<file path="config.mk">
export PLATFORM = sky130hd
export DESIGN_NAME = json_decode_arbiter
export DESIGN_NICKNAME = d
export VERILOG_FILES = /design/src/rtl/json_hw_pkg.sv /design/src/rtl/json_rr_picker.sv /design/src/rtl/json_decode_arbiter.sv
export SDC_FILE = /design/constraint.sdc
export NUM_CORES = 1
export LEC_CHECK = 0
export BUFFER_PORTS_ARGS = -buffer_cell sky130_fd_sc_hd__buf_2
export CORE_MARGIN = 4
export CORE_UTILIZATION = 50
export CTS_CLUSTER_DIAMETER = 150
export DETAILED_ROUTE_END_ITERATION = 8
export GPL_TIMING_DRIVEN = 0
export HOLD_SLACK_MARGIN = 0.1
export PLACE_DENSITY = 0.8
export SKIP_LAST_GASP = 1
export SLEW_MARGIN = 20
export SYNTH_ARGS = -nofsm -noshare
export SYNTH_HDL_FRONTEND = slang
export SYNTH_SLANG_ARGS = --single-unit
</file>
<file path="constraint.sdc">
create_clock -name clk -period 3.1 [get_ports clk]
set_clock_uncertainty 0.05 [all_clocks]
set_input_delay 0.155 -clock clk [delete_from_list [all_inputs] [get_ports clk]]
set_output_delay 0.155 -clock clk [all_outputs]
set_load 0.05 [all_outputs]
</file>
<file path="src/rtl/json_hw_pkg.sv">
// Shared types for the JSON hardware decode path: decoder error codes and
// the document arbiter state encoding.
package json_hw_pkg;

  typedef enum logic [3:0] {
    JSON_ERR_NONE           = 4'd0,
    JSON_ERR_EOF_VALUE      = 4'd1,
    JSON_ERR_EOF_OBJECT     = 4'd2,
    JSON_ERR_EOF_ARRAY      = 4'd3,
    JSON_ERR_EOF_STRING     = 4'd4,
    JSON_ERR_EXPECT_VALUE   = 4'd5,
    JSON_ERR_TRAILING_CHARS = 4'd6,
    JSON_ERR_INVALID_CHAR   = 4'd7,
    JSON_ERR_INVALID_NUMBER = 4'd8,
    JSON_ERR_DEPTH_LIMIT    = 4'd9,
    JSON_ERR_TIMEOUT        = 4'd15
  } json_err_e;

  typedef enum logic [2:0] {
    ARB_IDLE,
    ARB_STREAM,
    ARB_WAIT,
    ARB_DRAIN,
    ARB_RESP
  } arb_state_e;

  localparam int WAIT_CNT_W = 16;

endpackage

</file>
<file path="src/rtl/json_rr_picker.sv">
// Combinational round-robin select: first set bit of req_i searching
// cyclically from last_grant_i+1.
module json_rr_picker #(
  parameter  int N  = 4,
  localparam int IW = $clog2(N)
) (
  input  logic [N-1:0]  req_i,
  input  logic [IW-1:0] last_grant_i,
  output logic          found_o,
  output logic [IW-1:0] idx_o
);

  logic [IW-1:0] c;

  always_comb begin
    found_o = 1'b0;
    idx_o   = '0;
    c       = '0;
    // k == N wraps back to last_grant itself, so it is checked last
    for (int k = 1; k <= N; k++) begin
      c = IW'((int'(last_grant_i) + k) % N);
      if (!found_o && req_i[c]) begin
        found_o = 1'b1;
        idx_o   = c;
      end
    end
  end

endmodule

</file>
<file path="src/rtl/json_decode_arbiter.sv">
// Shares one streaming JSON decoder among N_REQ byte sources, one whole
// document per grant, and routes the decoder verdict back to the owner.
module json_decode_arbiter
  import json_hw_pkg::*;
#(
  parameter  int N_REQ   = 4,
  parameter  int DATA_W  = 8,
  parameter  int TIMEOUT = 1024,
  localparam int IDX_W   = $clog2(N_REQ)
) (
  input  logic                    clk,
  input  logic                    rst_n,
  input  logic [N_REQ-1:0]        req_valid,
  input  logic [N_REQ*DATA_W-1:0] req_data,
  input  logic [N_REQ-1:0]        req_last,
  output logic [N_REQ-1:0]        req_ready,
  output logic                    dec_valid,
  output logic [DATA_W-1:0]       dec_data,
  output logic                    dec_last,
  input  logic                    dec_ready,
  output logic                    dec_abort,
  input  logic                    dec_res_valid,
  input  logic                    dec_res_ok,
  input  logic [3:0]              dec_res_err,
  output logic [N_REQ-1:0]        rsp_valid,
  output logic                    rsp_ok,
  output logic [3:0]              rsp_err,
  output logic                    busy,
  output logic [IDX_W-1:0]        grant_id
);

  arb_state_e            state_q, state_d;
  logic [IDX_W-1:0]      g_q, g_d, last_q, last_d;
  logic [WAIT_CNT_W-1:0] cnt_q, cnt_d;
  logic                  ok_q, ok_d;
  logic [3:0]            err_q, err_d;

  logic                  pick_found;
  logic [IDX_W-1:0]      pick_idx;
  logic                  lane_v, lane_last, hs_last;
  logic [DATA_W-1:0]     lane_data;

  json_rr_picker #(.N(N_REQ)) u_pick (
    .req_i        (req_valid),
    .last_grant_i (last_q),
    .found_o      (pick_found),
    .idx_o        (pick_idx)
  );

  assign lane_v    = req_valid[g_q];
  assign lane_last = req_last[g_q];
  assign lane_data = req_data[int'(g_q)*DATA_W +: DATA_W];
  assign hs_last   = lane_v & dec_ready & lane_last;

  always_comb begin
    state_d   = state_q;
    g_d       = g_q;
    last_d    = last_q;
    ok_d      = ok_q;
    err_d     = err_q;
    cnt_d     = '0;
    req_ready = '0;
    dec_valid = 1'b0;
    dec_data  = '0;
    dec_last  = 1'b0;
    dec_abort = 1'b0;
    rsp_valid = '0;
    unique case (state_q)
      ARB_IDLE: begin
        if (pick_found) begin
          g_d     = pick_idx;
          state_d = ARB_STREAM;
        end
      end
      ARB_STREAM: begin
        dec_valid      = lane_v;
        dec_data       = lane_data;
        dec_last       = lane_last;
        req_ready[g_q] = dec_ready;
        // an early verdict means the rest of the document is junk to the decoder
        if (dec_res_valid) begin
          ok_d    = dec_res_ok;
          err_d   = dec_res_err;
          state_d = hs_last ? ARB_RESP : ARB_DRAIN;
        end else if (hs_last) begin
          state_d = ARB_WAIT;
        end
      end
      ARB_DRAIN: begin
        req_ready[g_q] = 1'b1;
        if (lane_v && lane_last) state_d = ARB_RESP;
      end
      ARB_WAIT: begin
        cnt_d = cnt_q + 16'd1;
        if (dec_res_valid) begin
          ok_d    = dec_res_ok;
          err_d   = dec_res_err;
          state_d = ARB_RESP;
        end else if (cnt_q == WAIT_CNT_W'(TIMEOUT - 1)) begin
          ok_d      = 1'b0;
          err_d     = JSON_ERR_TIMEOUT;
          dec_abort = 1'b1;
          state_d   = ARB_RESP;
        end
      end
      ARB_RESP: begin
        rsp_valid[g_q] = 1'b1;
        last_d         = g_q;
        state_d        = ARB_IDLE;
      end
      default: state_d = ARB_IDLE;
    endcase
  end

  always_ff @(posedge clk or negedge rst_n) begin
    if (!rst_n) begin
      state_q <= ARB_IDLE;
      g_q     <= '0;
      last_q  <= IDX_W'(N_REQ - 1);
      cnt_q   <= '0;
      ok_q    <= 1'b0;
      err_q   <= JSON_ERR_NONE;
    end else begin
      state_q <= state_d;
      g_q     <= g_d;
      last_q  <= last_d;
      cnt_q   <= cnt_d;
      ok_q    <= ok_d;
      err_q   <= err_d;
    end
  end

  assign rsp_ok   = (state_q == ARB_RESP) & ok_q;
  assign rsp_err  = (state_q == ARB_RESP) ? err_q : JSON_ERR_NONE;
  assign busy     = (state_q != ARB_IDLE);
  assign grant_id = g_q;

endmodule

</file>
## After elaboration in Yosys (flattened, before gate mapping)

Index checks and enable logic that the tools add are counted.

- Add/sub/neg operators: 5
- $lt $le $gt $ge: 6
- Equality and inequality tests: 10
- Shift operators: 1
- Mux-type cells: 48
- Bitwise operators: 4
- Reductions and logical operators: 14

Operators with widths:

| cell | count |
|---|---|
| variable part select 32 x 6 -> 8 bit | 1 |
| 2-to-1 mux 3 bit | 7 |
| 2-to-1 mux 4 bit | 5 |
| 2-to-1 mux 1 bit | 19 |
| adder 16 x 1 -> 16 bit (second input constant) | 1 |
| == test 16 x 10 -> 1 bit (second input constant) | 1 |
| 2-to-1 mux 16 bit | 1 |
| case mux 4 bit (2 select lines) | 2 |
| < comparator 2 x 3 -> 1 bit (second input constant) | 5 |
| binary-select mux 1 bit (select 2 bit) | 6 |
| case mux 3 bit (4 select lines) | 1 |
| 2-to-1 mux 2 bit | 4 |
| 2-to-1 mux 8 bit | 1 |
| == test 3 x 2 -> 1 bit (second input constant) | 2 |
| != test 2 bit (second input constant) | 3 |
| != test 3 bit (second input constant) | 2 |
| logical AND 1 bit | 5 |
| adder 2 x 1 -> 2 bit (second input constant) | 2 |
| adder 2 bit (second input constant) | 2 |
| bitwise AND 4 bit | 1 |
| AND reduction 4 bit | 1 |
| bitwise AND 1 bit | 3 |
| == test 3 x 1 -> 1 bit (second input constant) | 1 |
| == test 3 bit (second input constant) | 1 |
| 9 further kinds | 11 |

- Register bits: 28
- Output and inout bits: 27
- Word-level logic and storage cells: 94

## Longest topological paths before layout

- Depth after elaboration: 15
- Depth in mapped cells: 7
- Gate-level depth less buffers: 6

## Hierarchy

A second synthesis with hierarchy kept.

- Cell total of the unflattened synthesis: 189
- Area total of the unflattened synthesis: 1,864.3 um2

By module, submodules not included:

| module | instances | cells each | area an instance (um2) |
|---|---|---|---|
| json_decode_arbiter | 1 | 175 | 1,773.0 |
| json_rr_picker | 1 | 14 | 91.3 |

## Worst setup path after synthesis

OpenSTA, ideal clock, no wires.

- Path kind: register to output
- Start point: register state_q[1]
- End point: output dec_abort
- Arrival: 2,687 ps
- Data required time: 2,895 ps
- Slack: 208 ps
- Stages on the path, launching flop included: 7
- Buffers on the path: 2
- Path through: dfrtp_1 buf_4 or3b_1 buf_6 nor2_2 inv_1 nor4_1

- Word-level cells in the longest chain between the ends: 2

RTL lines:

| what | RTL line | source |
|---|---|---|
| start: declaration | json_decode_arbiter.sv:32 | `arb_state_e state_q, state_d;` |
| start signal: assignment | json_decode_arbiter.sv:124 | `state_q <= state_d;` |
| == test 3 x 2 -> 1 bit | json_decode_arbiter.sv:68 | `unique case (state_q)` |
| 2-to-1 mux 1 bit | json_decode_arbiter.sv:68 |  |
| end: declaration | json_decode_arbiter.sv:21 | `output logic dec_abort,` |

Every way passes these cells.

## Worst setup path after layout

Same ends and word-level chain as after synthesis.

==> results.md <==
* Vias per cell at 5.36
* Setup repair bufs after CTS at 0
* Post-Syn Instances at 202
* Routability Congestion at approximately 0.9
* Worst-Margin Slew at between 0.6 and 0.7 ns
* Ys flop type: dfrtp_1
* Inserted Diodes at 0
* Clock Power Share at 0.101
* Worst slew margin at 0.546
* Routed WL at between 4000 and 5000 um
* Vias post-DR at between 1500 and 2000
* Grt met1 use at 0.244
* Pre-antenna DRT Iters at 4
* Min Hold Slack at around 0.17 ns
* Setup Viol. Count Final at 0
* Routed Antenna Nets at 0
* Total CTS buffers at 3
* Maximum vdd drop at approximately 280 uV
* Yosys cell types at 45
* Dpl ws at slightly below 1 ns
* Clk root buf: clkbuf_8
* Ys async rst share at 1.00
* Hold/Removal Path Class: input pin to flip-flop
* Die area at between 0.004 and 0.005 mm^2
* Chip Height at 69.4 um
* Fill count at 295
* Crit path DAT at about 2.2 ns
* Sequential fraction of design power at 0.257
* Final Hold Fails at 0
* Avg Cell Area, Syn at 9.33 um^2
* Fin util at 0.663
* Register area share after synthesis at 0.373
* RSZ-0062 raised after global routing: false
* Status: completed
* CTS tree: done
* Seq cells post-synth at 28
* Crit-path max FO at 10
* Die X-Extent at approximately 69 um
* Layout cells sized above 1 at 0.369
* Pin count of the biggest net entering global routing at 29
* EDFF count, synth at 0
* Met2 usage at 0.343
* Initial drt markers at ~80
* FP Rows at 22
* Grt met3 use at 0.0348
* Combinational Power Share at 0.642
* Crit-path cells: buf_4, or3b_1, buf_6, nor2_2, inv_1, nor4_1, buf_2
* CP peak stage delay at roughly 0.37 ns
* Fin crit period at around 2.4 ns
* Global-route wire length before repair at 7890 um
* Setup slack after layout at 0.689 ns
* Ys Warns at 0
* Initial core utilization at 0.515
* Total Neg Setup Slack at 0 ns
* Area Growth Syn to Fin at 28.7%
* Crit start category: flip-flop
* Drt wl/cell at 13.9 um
* I/O pins at between 70 and 80
* Max Clk Rate at a little over 400 MHz
* Clock sinks at 28
* Sw Pwr at 0.989 mW
* H-tree Lvls at 1
* Switching share of power at 0.503
* Nets at 338
* Clock buffer depth at 2
* Total GRT Usage at 0.195
* CP delay by family, top: simple AND/OR/NAND/NOR gates
* Power Dens Cells at 811 mW/mm^2
* Overflow after GRT at 0
* Drc violations at 0
* Clk slew on worst S/H paths at around 0.09 ns
* GR peak layer: met2
* Power Internal at 0.978 mW
* Clock latency on the worst-skew pair at ~0.27 ns
* Vias in the first global route at roughly 1800
* IO Port Bufs at 75
* Syn nets at ~250
* Core area at ~0.0037 mm^2
* Initial antenna violation count at 0
* Crit path required time at 2.89 ns
* CP max stage cell: or3b_1
* Final slew viol count at 0
* Buf/Inv on CP at 4
* Period utilization at 0.778
* Hpwl dp at 3680 um
* CP endpoint kind: output port
* MaxCap Viol Count at 0
* Leakage at roughly 1.1 nW
* Synth Cell Area at around 0.0019 mm^2
* Setup CP Type: flip-flop to output port
stage by stage:
stage / instances / area [um^2] / total power [mW]
2_1_floorplan: 202 / 1890 / 1.49
4_1_cts: 335 / 2430 / 1.98
3_3_place_gp: 325 / 2320 / 1.74
6_report: 335 / 2430 / 1.97
3_5_place_dp: 325 / 2320 / 1.77
5_1_grt: 335 / 2430 / 2.10
registers in the layout, indices dropped and copies added (netlist names):
signal and cells:
err_q 4, grant_id 2, cnt_q 16, last_q 2, ok_q 1, state_q 3
kinds of logic (layout without fill, tap and decap cells):
| kind of cell | Yosys count | count (layout) | share of synthesized area |
|---|---|---|---|
| mux | 12 | 12 | 0.133 |
| simple gates | 95 | 95 | 0.264 |
| xor+xnor | 11 | 11 | 0.0511 |
| compound gates | 35 | 35 | 0.121 |
| flops | 28 | 28 | 0.373 |
| fa+ha+maj | 1 | 1 | 0.00663 |
| buf+inv | 20 | 105 | 0.0504 |
layer usage:
layer  part of all wire  up-vias
li1                   -      891
met1               0.43      837
met2               0.50       60
met3              0.057        6
met4             0.0081        0
met5                  0        -
worst min-delay path, stage by stage:
cell     delay [ns]
buf_2          0.14
nand3_1        0.08
a21oi_1        0.07
cell usage in the layout (no fill, tap or decap), drive strengths merged, types with 2 or more instances in the layout:
cell,synthesis,layout
and3,7,7
xnor2,5,5
o31ai,2,2
xor2,6,6
nand2,15,15
a31oi,6,6
nor3,6,6
a21oi,14,14
or3,4,4
mux4,10,10
nor2,29,29
dfrtp,26,26
and4,2,2
nor2b,11,11
nand3,8,8
nand4,2,2
nand2b,3,3
mux2,2,2
or3b,2,2
inv,11,11
nor4,4,4
clkbuf,4,8
o21ai,7,7
dfstp,2,2
buf,5,80
dlygate4sd3,0,6
cells in the mapped netlist (4+ instances only):
| master | number | area [um^2] |
|---|---|---|
| a21oi_1 | 14 | 70.1 |
| a31oi_1 | 6 | 37.5 |
| and3_1 | 6 | 37.5 |
| clkbuf_1 | 4 | 15.0 |
| dfrtp_1 | 26 | 651 |
| inv_1 | 11 | 41.3 |
| mux4_2 | 10 | 225 |
| nand2_1 | 15 | 56.3 |
| nand3_1 | 7 | 35.0 |
| nor2_1 | 28 | 105 |
| nor2b_1 | 11 | 68.8 |
| nor3_1 | 6 | 30.0 |
| nor4_1 | 4 | 25.0 |
| o21ai_0 | 7 | 35.0 |
| xnor2_1 | 5 | 43.8 |
| xor2_1 | 6 | 52.6 |
power groups by stage:
stage / Combinational [mW] / Sequential, mW / Clock, mW
4_1_cts: 1.27 / 0.503 / 0.208
6_report: 1.26 / 0.505 / 0.199
2_1_floorplan: 0.952 / 0.543 / 0
5_1_grt: 1.36 / 0.518 / 0.221
3_3_place_gp: 1.23 / 0.507 / 0
3_5_place_dp: 1.26 / 0.510 / 0
layout make-up:
| cell class | instances | area [um^2] | area share |
|---|---|---|---|
| sequential | 28 | 703 | 0.290 |
| tap | 48 | 60.1 | 0.0248 |
| clock buffer | 4 | 45.0 | 0.0186 |
| multi-input combinational | 154 | 1090 | 0.448 |
| inverter | 11 | 41.3 | 0.0170 |
| buffer | 9 | 53.8 | 0.0222 |
| timing repair buffer | 81 | 435 | 0.179 |
worst paths after layout:
path,from,end,slack [ns],cells after the start
hold / removal,dec_res_valid,state_q[2],0.17,3
setup reg to reg,cnt_q[0],cnt_q[12],1.09,6
min in group asynchronous,rst_n,cnt_q[13],0.37,2
max in group asynchronous,rst_n,state_q[2],2.22,2
setup / recovery,state_q[1],dec_abort,0.69,7
hold reg to reg,cnt_q[0],cnt_q[0],0.44,1
repair_timing:
action | 4_1_cts | 5_1_grt
endpoints found under the hold margin | 31 | 0
hold buffers | 6 | 0
gates resized for setup | 0 | 0
No activity file was read; power rests on OpenSTA's default activity.
